[src/rtl/map_port_arbiter_if.sv]
// Bus bundle between the video/world_if clients, the map arbiter and the map BRAM read port.
// The arbiter binds the slave modport; the client/RAM environment binds master.
interface map_port_arbiter_if #(
    parameter int MAP_ROW_W = 8,
    parameter int MAP_COL_W = 8,
    parameter int VID_W     = 11
);
    logic                 vid_req;
    logic [VID_W-1:0]     vid_row;
    logic [VID_W-1:0]     vid_col;
    logic                 vid_valid;
    logic [1:0]           vid_pixel_out;
    logic                 wrld_req;
    logic [MAP_ROW_W-1:0] wrld_row;
    logic [MAP_COL_W-1:0] wrld_col;
    logic                 wrld_ack;
    logic [1:0]           wrld_loc_info;
    logic                 ram_en;
    logic [MAP_ROW_W-1:0] ram_row;
    logic [MAP_COL_W-1:0] ram_col;
    logic [1:0]           ram_dout;

    modport slave (
        input  vid_req, vid_row, vid_col, wrld_req, wrld_row, wrld_col, ram_dout,
        output vid_valid, vid_pixel_out, wrld_ack, wrld_loc_info, ram_en, ram_row, ram_col
    );

    modport master (
        output vid_req, vid_row, vid_col, wrld_req, wrld_row, wrld_col, ram_dout,
        input  vid_valid, vid_pixel_out, wrld_ack, wrld_loc_info, ram_en, ram_row, ram_col
    );
endinterface

[src/rtl/map_port_arbiter.sv]
// Arbitrates the world-map BRAM read port between video pixel fetch and world lookups.
// Optional macro MAPARB_STARVE_EN enables the starvation counter (default: strict video priority).
module map_port_arbiter #(
    parameter int MAP_ROW_W  = 8,
    parameter int MAP_COL_W  = 8,
    parameter int VID_W      = 11,
    parameter int VID_SHIFT  = 3,
    parameter int MAP_ROWS   = 96,
    parameter int RD_LAT     = 1,
    parameter int STARVE_MAX = 15
) (
    input logic               clk,
    input logic               reset,
    map_port_arbiter_if.slave bus
);
    typedef enum logic [1:0] {IDLE, WFLIGHT, WDONE} state_t;
    typedef enum logic [1:0] {TAG_NONE, TAG_WRLD, TAG_VID, TAG_VZERO} tag_t;

    localparam int DEPTH = RD_LAT + 1;
    localparam int ROWS_CLAMP = (MAP_ROWS > (1 << MAP_ROW_W)) ? (1 << MAP_ROW_W) : MAP_ROWS;
    localparam logic [MAP_ROW_W:0] ROWS_LIM = (MAP_ROW_W + 1)'(ROWS_CLAMP);

    if (RD_LAT < 1 || RD_LAT > 3 || STARVE_MAX < 1 || STARVE_MAX > 255) begin : g_param_chk
        $error("map_port_arbiter: RD_LAT or STARVE_MAX out of range");
    end

    state_t               state_q, state_d;
    tag_t                 tag_q [DEPTH];
    tag_t                 tag_in;
    logic                 ram_en_q, ram_en_d;
    logic [MAP_ROW_W-1:0] ram_row_q, ram_row_d;
    logic [MAP_COL_W-1:0] ram_col_q, ram_col_d;
    logic                 vid_valid_q, vid_valid_d;
    logic [1:0]           vid_pixel_q, vid_pixel_d;
    logic                 wrld_ack_q, wrld_ack_d;
    logic [1:0]           wrld_info_q, wrld_info_d;

    logic [MAP_ROW_W-1:0] vmap_row;
    logic [MAP_COL_W-1:0] vmap_col;
    logic                 vid_in_range;
    logic                 wrld_elig;
    logic                 grant_vid, grant_wrld;

`ifdef MAPARB_STARVE_EN
    localparam logic [7:0] STARVE_LIM = 8'(STARVE_MAX);
    logic [7:0] starve_cnt_q, starve_cnt_d;
`endif

    assign vmap_row     = MAP_ROW_W'(bus.vid_row >> VID_SHIFT);
    assign vmap_col     = MAP_COL_W'(bus.vid_col >> VID_SHIFT);
    assign vid_in_range = ({1'b0, vmap_row} < ROWS_LIM);

    // A held world request is not re-granted while its ack is still visible.
    assign wrld_elig = (state_q == IDLE) && bus.wrld_req && !wrld_ack_q;

    always_comb begin
        grant_vid  = 1'b0;
        grant_wrld = 1'b0;
`ifdef MAPARB_STARVE_EN
        starve_cnt_d = starve_cnt_q;
        if (wrld_elig && bus.vid_req) begin
            if (starve_cnt_q < STARVE_LIM) begin
                grant_vid    = 1'b1;
                starve_cnt_d = starve_cnt_q + 8'd1;
            end else begin
                grant_wrld = 1'b1;
            end
        end else if (wrld_elig) begin
            grant_wrld = 1'b1;
        end else begin
            grant_vid = bus.vid_req;
        end
        if (grant_wrld || !bus.wrld_req) begin
            starve_cnt_d = '0;
        end
`else
        grant_wrld = wrld_elig && !bus.vid_req;
        grant_vid  = bus.vid_req;
`endif
    end

    always_comb begin
        state_d   = state_q;
        ram_en_d  = 1'b0;
        ram_row_d = ram_row_q;
        ram_col_d = ram_col_q;
        tag_in    = TAG_NONE;

        if (grant_wrld) begin
            ram_en_d  = 1'b1;
            ram_row_d = bus.wrld_row;
            ram_col_d = bus.wrld_col;
            tag_in    = TAG_WRLD;
        end else if (grant_vid) begin
            if (vid_in_range) begin
                ram_en_d  = 1'b1;
                ram_row_d = vmap_row;
                ram_col_d = vmap_col;
                tag_in    = TAG_VID;
            end else begin
                tag_in = TAG_VZERO;
            end
        end

        case (state_q)
            IDLE:    if (grant_wrld) state_d = WFLIGHT;
            WFLIGHT: if (tag_q[RD_LAT] == TAG_WRLD) state_d = WDONE;
            WDONE:   state_d = IDLE;
            default: state_d = IDLE;
        endcase
    end

    // The oldest tag stage lines up with ram_dout and steers it to its owner.
    always_comb begin
        vid_valid_d = 1'b0;
        vid_pixel_d = vid_pixel_q;
        wrld_ack_d  = 1'b0;
        wrld_info_d = wrld_info_q;
        case (tag_q[RD_LAT])
            TAG_VID: begin
                vid_valid_d = 1'b1;
                vid_pixel_d = bus.ram_dout;
            end
            TAG_VZERO: begin
                vid_valid_d = 1'b1;
                vid_pixel_d = 2'b00;
            end
            TAG_WRLD: begin
                wrld_ack_d  = 1'b1;
                wrld_info_d = bus.ram_dout;
            end
            default: ;
        endcase
    end

    always_ff @(posedge clk or posedge reset) begin
        if (reset) begin
            state_q     <= IDLE;
            ram_en_q    <= 1'b0;
            ram_row_q   <= '0;
            ram_col_q   <= '0;
            vid_valid_q <= 1'b0;
            vid_pixel_q <= '0;
            wrld_ack_q  <= 1'b0;
            wrld_info_q <= '0;
            for (int unsigned i = 0; i < DEPTH; i++) begin
                tag_q[i] <= TAG_NONE;
            end
        end else begin
            state_q     <= state_d;
            ram_en_q    <= ram_en_d;
            ram_row_q   <= ram_row_d;
            ram_col_q   <= ram_col_d;
            vid_valid_q <= vid_valid_d;
            vid_pixel_q <= vid_pixel_d;
            wrld_ack_q  <= wrld_ack_d;
            wrld_info_q <= wrld_info_d;
            tag_q[0]    <= tag_in;
            for (int unsigned i = 1; i < DEPTH; i++) begin
                tag_q[i] <= tag_q[i-1];
            end
        end
    end

`ifdef MAPARB_STARVE_EN
    always_ff @(posedge clk or posedge reset) begin
        if (reset) begin
            starve_cnt_q <= '0;
        end else begin
            starve_cnt_q <= starve_cnt_d;
        end
    end
`endif

    assign bus.ram_en        = ram_en_q;
    assign bus.ram_row       = ram_row_q;
    assign bus.ram_col       = ram_col_q;
    assign bus.vid_valid     = vid_valid_q;
    assign bus.vid_pixel_out = vid_pixel_q;
    assign bus.wrld_ack      = wrld_ack_q;
    assign bus.wrld_loc_info = wrld_info_q;
endmodule

[src/flat_wrapper.sv]
// flat-port wrapper written by rule: the top's interface ports become plain ports
module map_port_arbiter_flat 
#(
    parameter int MAP_ROW_W  = 8,
    parameter int MAP_COL_W  = 8,
    parameter int VID_W      = 11,
    parameter int VID_SHIFT  = 3,
    parameter int MAP_ROWS   = 96,
    parameter int RD_LAT     = 1,
    parameter int STARVE_MAX = 15
)
  (clk, reset, bus_vid_req, bus_vid_row, bus_vid_col, bus_wrld_req, bus_wrld_row, bus_wrld_col, bus_ram_dout, bus_vid_valid, bus_vid_pixel_out, bus_wrld_ack, bus_wrld_loc_info, bus_ram_en, bus_ram_row, bus_ram_col);
  map_port_arbiter_if #(.MAP_ROW_W(MAP_ROW_W), .MAP_COL_W(MAP_COL_W), .VID_W(VID_W)) bus_i ();
  input logic clk;
  input logic reset;
  input wire logic [$bits(bus_i.vid_req)-1:0] bus_vid_req;
  input wire logic [$bits(bus_i.vid_row)-1:0] bus_vid_row;
  input wire logic [$bits(bus_i.vid_col)-1:0] bus_vid_col;
  input wire logic [$bits(bus_i.wrld_req)-1:0] bus_wrld_req;
  input wire logic [$bits(bus_i.wrld_row)-1:0] bus_wrld_row;
  input wire logic [$bits(bus_i.wrld_col)-1:0] bus_wrld_col;
  input wire logic [$bits(bus_i.ram_dout)-1:0] bus_ram_dout;
  output wire logic [$bits(bus_i.vid_valid)-1:0] bus_vid_valid;
  output wire logic [$bits(bus_i.vid_pixel_out)-1:0] bus_vid_pixel_out;
  output wire logic [$bits(bus_i.wrld_ack)-1:0] bus_wrld_ack;
  output wire logic [$bits(bus_i.wrld_loc_info)-1:0] bus_wrld_loc_info;
  output wire logic [$bits(bus_i.ram_en)-1:0] bus_ram_en;
  output wire logic [$bits(bus_i.ram_row)-1:0] bus_ram_row;
  output wire logic [$bits(bus_i.ram_col)-1:0] bus_ram_col;
  assign bus_i.vid_req = bus_vid_req;
  assign bus_i.vid_row = bus_vid_row;
  assign bus_i.vid_col = bus_vid_col;
  assign bus_i.wrld_req = bus_wrld_req;
  assign bus_i.wrld_row = bus_wrld_row;
  assign bus_i.wrld_col = bus_wrld_col;
  assign bus_i.ram_dout = bus_ram_dout;
  assign bus_vid_valid = bus_i.vid_valid;
  assign bus_vid_pixel_out = bus_i.vid_pixel_out;
  assign bus_wrld_ack = bus_i.wrld_ack;
  assign bus_wrld_loc_info = bus_i.wrld_loc_info;
  assign bus_ram_en = bus_i.ram_en;
  assign bus_ram_row = bus_i.ram_row;
  assign bus_ram_col = bus_i.ram_col;
  map_port_arbiter #(.MAP_ROW_W(MAP_ROW_W), .MAP_COL_W(MAP_COL_W), .VID_W(VID_W), .VID_SHIFT(VID_SHIFT), .MAP_ROWS(MAP_ROWS), .RD_LAT(RD_LAT), .STARVE_MAX(STARVE_MAX)) u_core (.clk(clk), .reset(reset), .bus(bus_i));
endmodule
[config.mk]
export PLATFORM = sky130hd
export DESIGN_NAME = map_port_arbiter_flat
export DESIGN_NICKNAME = d
export VERILOG_FILES = /design/src/rtl/map_port_arbiter_if.sv /design/src/rtl/map_port_arbiter.sv /design/src/flat_wrapper.sv
export SDC_FILE = /design/constraint.sdc
export NUM_CORES = 1
export LEC_CHECK = 0
export ABC_AREA = 1
export CAP_MARGIN = 20
export CELL_PAD_IN_SITES_DETAIL_PLACEMENT = 1
export CELL_PAD_IN_SITES_GLOBAL_PLACEMENT = 2
export CORE_MARGIN = 5
export CORE_UTILIZATION = 22
export DETAILED_ROUTE_END_ITERATION = 10
export PLACE_DENSITY_LB_ADDON = 0.1
export SLEW_MARGIN = 20
export SYNTH_ARGS = -nofsm -noshare
export SYNTH_HDL_FRONTEND = slang
export SYNTH_SLANG_ARGS = --single-unit
[constraint.sdc]
create_clock -name clk -period 1.74 [get_ports clk]
set_clock_uncertainty 0.1 [all_clocks]
set_input_delay 0.348 -clock clk [delete_from_list [all_inputs] [get_ports clk]]
set_output_delay 0.348 -clock clk [all_outputs]
set_load 0.02 [all_outputs]
==> results.md <==
* Die width at approximately 91 microns
* Hold_buf cts at 0
* Cell taking the most area after synthesis: dfrtp_1
* Class of the worst hold path: reg2reg
* RSZ-0062 raised after global routing: no
* Synth Register Bits at 29
* Netlist Area Pre-Place at roughly 0.0014 sq mm
* Setup_tns at 0 ns
* DP HPWL at 3260 microns
* WP buf/inv at 1
* First-pass GRT wire length at 7290 microns
* Final hold violations at 0
* Initial antenna violation count at 0
* # rows at 29
* Clk pwr share at 0.230
* P per Cell Area at ~1200 mW/mm^2
* Register area share after synthesis at 0.504
* Avg Cell Area, Syn at roughly 8.4 sq um
* Post-synth top area share at 0.504
* CTS sink count at 29
* Multi-input gate area at between 500 and 600 sq um
* Clock root cell: clkbuf_8
* TritonRoute pass-1 iters at 3
* Vias in the first global route at 1463
* Status: completed
* Net Sw Power at roughly 0.00093 W
* Crit-path cells: clkdlybuf4s50_1
* Internal power at 0.00172 W
* ANT nets after route at 0
* Routability cong. at 0.716
* Deepest clock path buffer count at 2
* Min-delay src: u_core.tag_q[3]$_DFF_PP0_
* Die Y at 90.9 microns
* Drt drc at 0
* Most common cell after layout, fill and taps aside: clkdlybuf4s50_1
* Antenna cells at 0
* Reg2Reg Setup Slack at 0.42 ns
* Initial Util at 0.227
* Unique masters post-synth at 18
* Period utilization at 0.978
* Core box area at 0.00635 sq mm
* Critical Path Start Type: flop
* Slew headroom at 0.739
* Achievable frequency at 0.588 GHz
* Gr usage total at 0.109
* Clock-pin slew on the worst setup and hold paths at 0.06 ns
* CP delay by family, top: buffers and inverters
* Leak at 1.17 nW
* Pin count of the biggest net entering global routing at 31
* Total wire length at 4260 microns
* Synthesized Nets at 216
* Seq. cell area at around 730 sq um
* DRT iter0 DRCs at 22
* Slew Viols, Final at 0
* H-tree levels at 2
* Top post-synthesis cells by area: dfrtp_1, nand2_1, inv_1
* Worst hold stages at 0
* Cts bufs inserted at 5
* Mapped Cells at 172
* Slew @ Worst Pin at slightly below 0.4 ns
* Peak VDD IR at 0.451 mV
* Syn. warnings at 0
* Routed vias/inst at 4.27
* Net count, final at 281
* Arr. time, crit path at ~1.3 ns
* Register share of total power at 0.362
* Slowest CP cell: clkdlybuf4s50_1
* Skew-Pair Late Insertion Delay at 0.28 ns
* WP data required at 1.29 ns
* DR vias at approximately 1300
* # IOs at 67
* Worst Hold End: u_core.tag_q[1]$_DFF_PP0_
* Hold Worst Slack at 0.250 ns
* Layout cells sized above 1 at 0.139
* Slowest stage delay, CP at 0.61 ns
* Type of the worst setup path: reg2out
* Final worst path period need at between 1.5 and 2 ns
* Capturing point of the worst reg2reg path: u_core.bus.ram_col[2]$_DFFE_PP0P_
* Area Growth Syn to Fin at 59.6%
* Crit end category: output port
* R2R cell count at 5
* Share of total power in combinational logic at 0.408
* IO Port Bufs at 60
* FILL cells at between 700 and 800
* Final Setup Violations at 0
* WL per Instance at roughly 14 microns
* R2R Path Start: u_core.state_q[1]$_DFFE_PP0P_
* Post-CTS setup buffer count at 0
* Total grt overflow at 0
* Max Cap Violations at 0
* Sw frac at 0.351
* Crit path max fanout at 2
* Die area at slightly above 0.008 sq mm
* Clock tree from TritonCTS: done
* Commonest cells after routing, fill and taps aside: clkdlybuf4s50_1, nand2_1, inv_1
synthesized netlist by cell type:
master,number
a21oi_1,1
buf_2,7
buf_6,1
clkbuf_1,3
dfrtp_1,29
inv_1,33
inv_2,3
nand2_1,34
nand3_1,23
nand3_4,1
nand4_1,15
nor2_1,1
nor2_4,2
nor3_1,1
o21ai_0,2
o21ai_1,5
o21ai_2,10
o31ai_1,1
metal layers:
layer	wire length [microns]	part of all wire	vias to the layer above	track usage
met5	0	0	-	0
met4	56	0.013	0	0.0403
met3	252	0.059	7	0.0242
met2	2090	0.49	40	0.186
met1	1870	0.44	623	0.134
li1	-	-	675	-
kinds of logic after synthesis:
group	share of synthesized area
AO/OA/AOI/OAI	0.0939
buffers and inverters	0.134
flip-flops	0.504
AND/OR/NAND/NOR	0.268
stage by stage:
stage	total power (W)	std cells	util	instance area, sq um	worst slack (ns)
final	0.00265	315	0.362	2300	0.0382
after detailed placement	0.00209	307	0.344	2180	0.00476
after CTS	0.00273	315	0.360	2280	0.00970
after floorplan	0.00151	172	-	1440	0.452
after global placement	0.00207	307	0.344	2180	0.0532
after global routing	0.00283	315	0.362	2300	0.00317
worst max path at each step:
stage | from | endpoint | cells after the start
floorplan | u_core.bus.wrld_ack$_DFF_PP0_ | u_core.bus.ram_row[5]$_DFFE_PP0P_ | 5
global placement | bus_vid_req | u_core.bus.ram_col[1]$_DFFE_PP0P_ | 6
detailed placement | bus_vid_req | u_core.bus.ram_row[0]$_DFFE_PP0P_ | 6
CTS | u_core.bus.ram_row[3]$_DFFE_PP0P_ | bus_ram_row[3] | 1
global route | u_core.bus.ram_row[1]$_DFFE_PP0P_ | bus_ram_row[1] | 1
finish | u_core.bus.ram_row[4]$_DFFE_PP0P_ | bus_ram_row[4] | 1
sequential cells by signal, indices dropped and copies added, names as in the netlist:
| signal | cells |
|---|---|
| u_core.bus.ram_col | 8 |
| u_core.bus.ram_en | 1 |
| u_core.bus.ram_row | 8 |
| u_core.bus.vid_pixel_out | 2 |
| u_core.bus.vid_valid | 1 |
| u_core.bus.wrld_ack | 1 |
| u_core.bus.wrld_loc_info | 2 |
| u_core.state_q | 2 |
| u_core.tag_q | 4 |
power groups by stage:
| stage | clock network, W | logic, W | registers [W] |
|---|---|---|---|
| 2_1_floorplan | 0 | 0.000355 | 0.00116 |
| 3_3_place_gp | 0 | 0.00110 | 0.000968 |
| 3_5_place_dp | 0 | 0.00112 | 0.000977 |
| 4_1_cts | 0.000643 | 0.00112 | 0.000967 |
| 5_1_grt | 0.000669 | 0.00118 | 0.000985 |
| 6_report | 0.000609 | 0.00108 | 0.000960 |
timing repair:
| action | CTS | global route |
|---|---|---|
| gates cloned | 0 | 0 |
| setup endpoints to repair | 1 | 5 |
| gates resized for setup | 1 | 5 |
cell type report:
type                            instances  area share
Tap cell                               77      0.0420
Multi-Input combinational cell         96       0.227
Clock buffer                            7      0.0420
Inverter                               36      0.0589
Sequential cell                        29       0.316
Timing Repair Buffer                   69       0.312
Clock inverter                          1     0.00218
(Power assumes the default switching activity.)
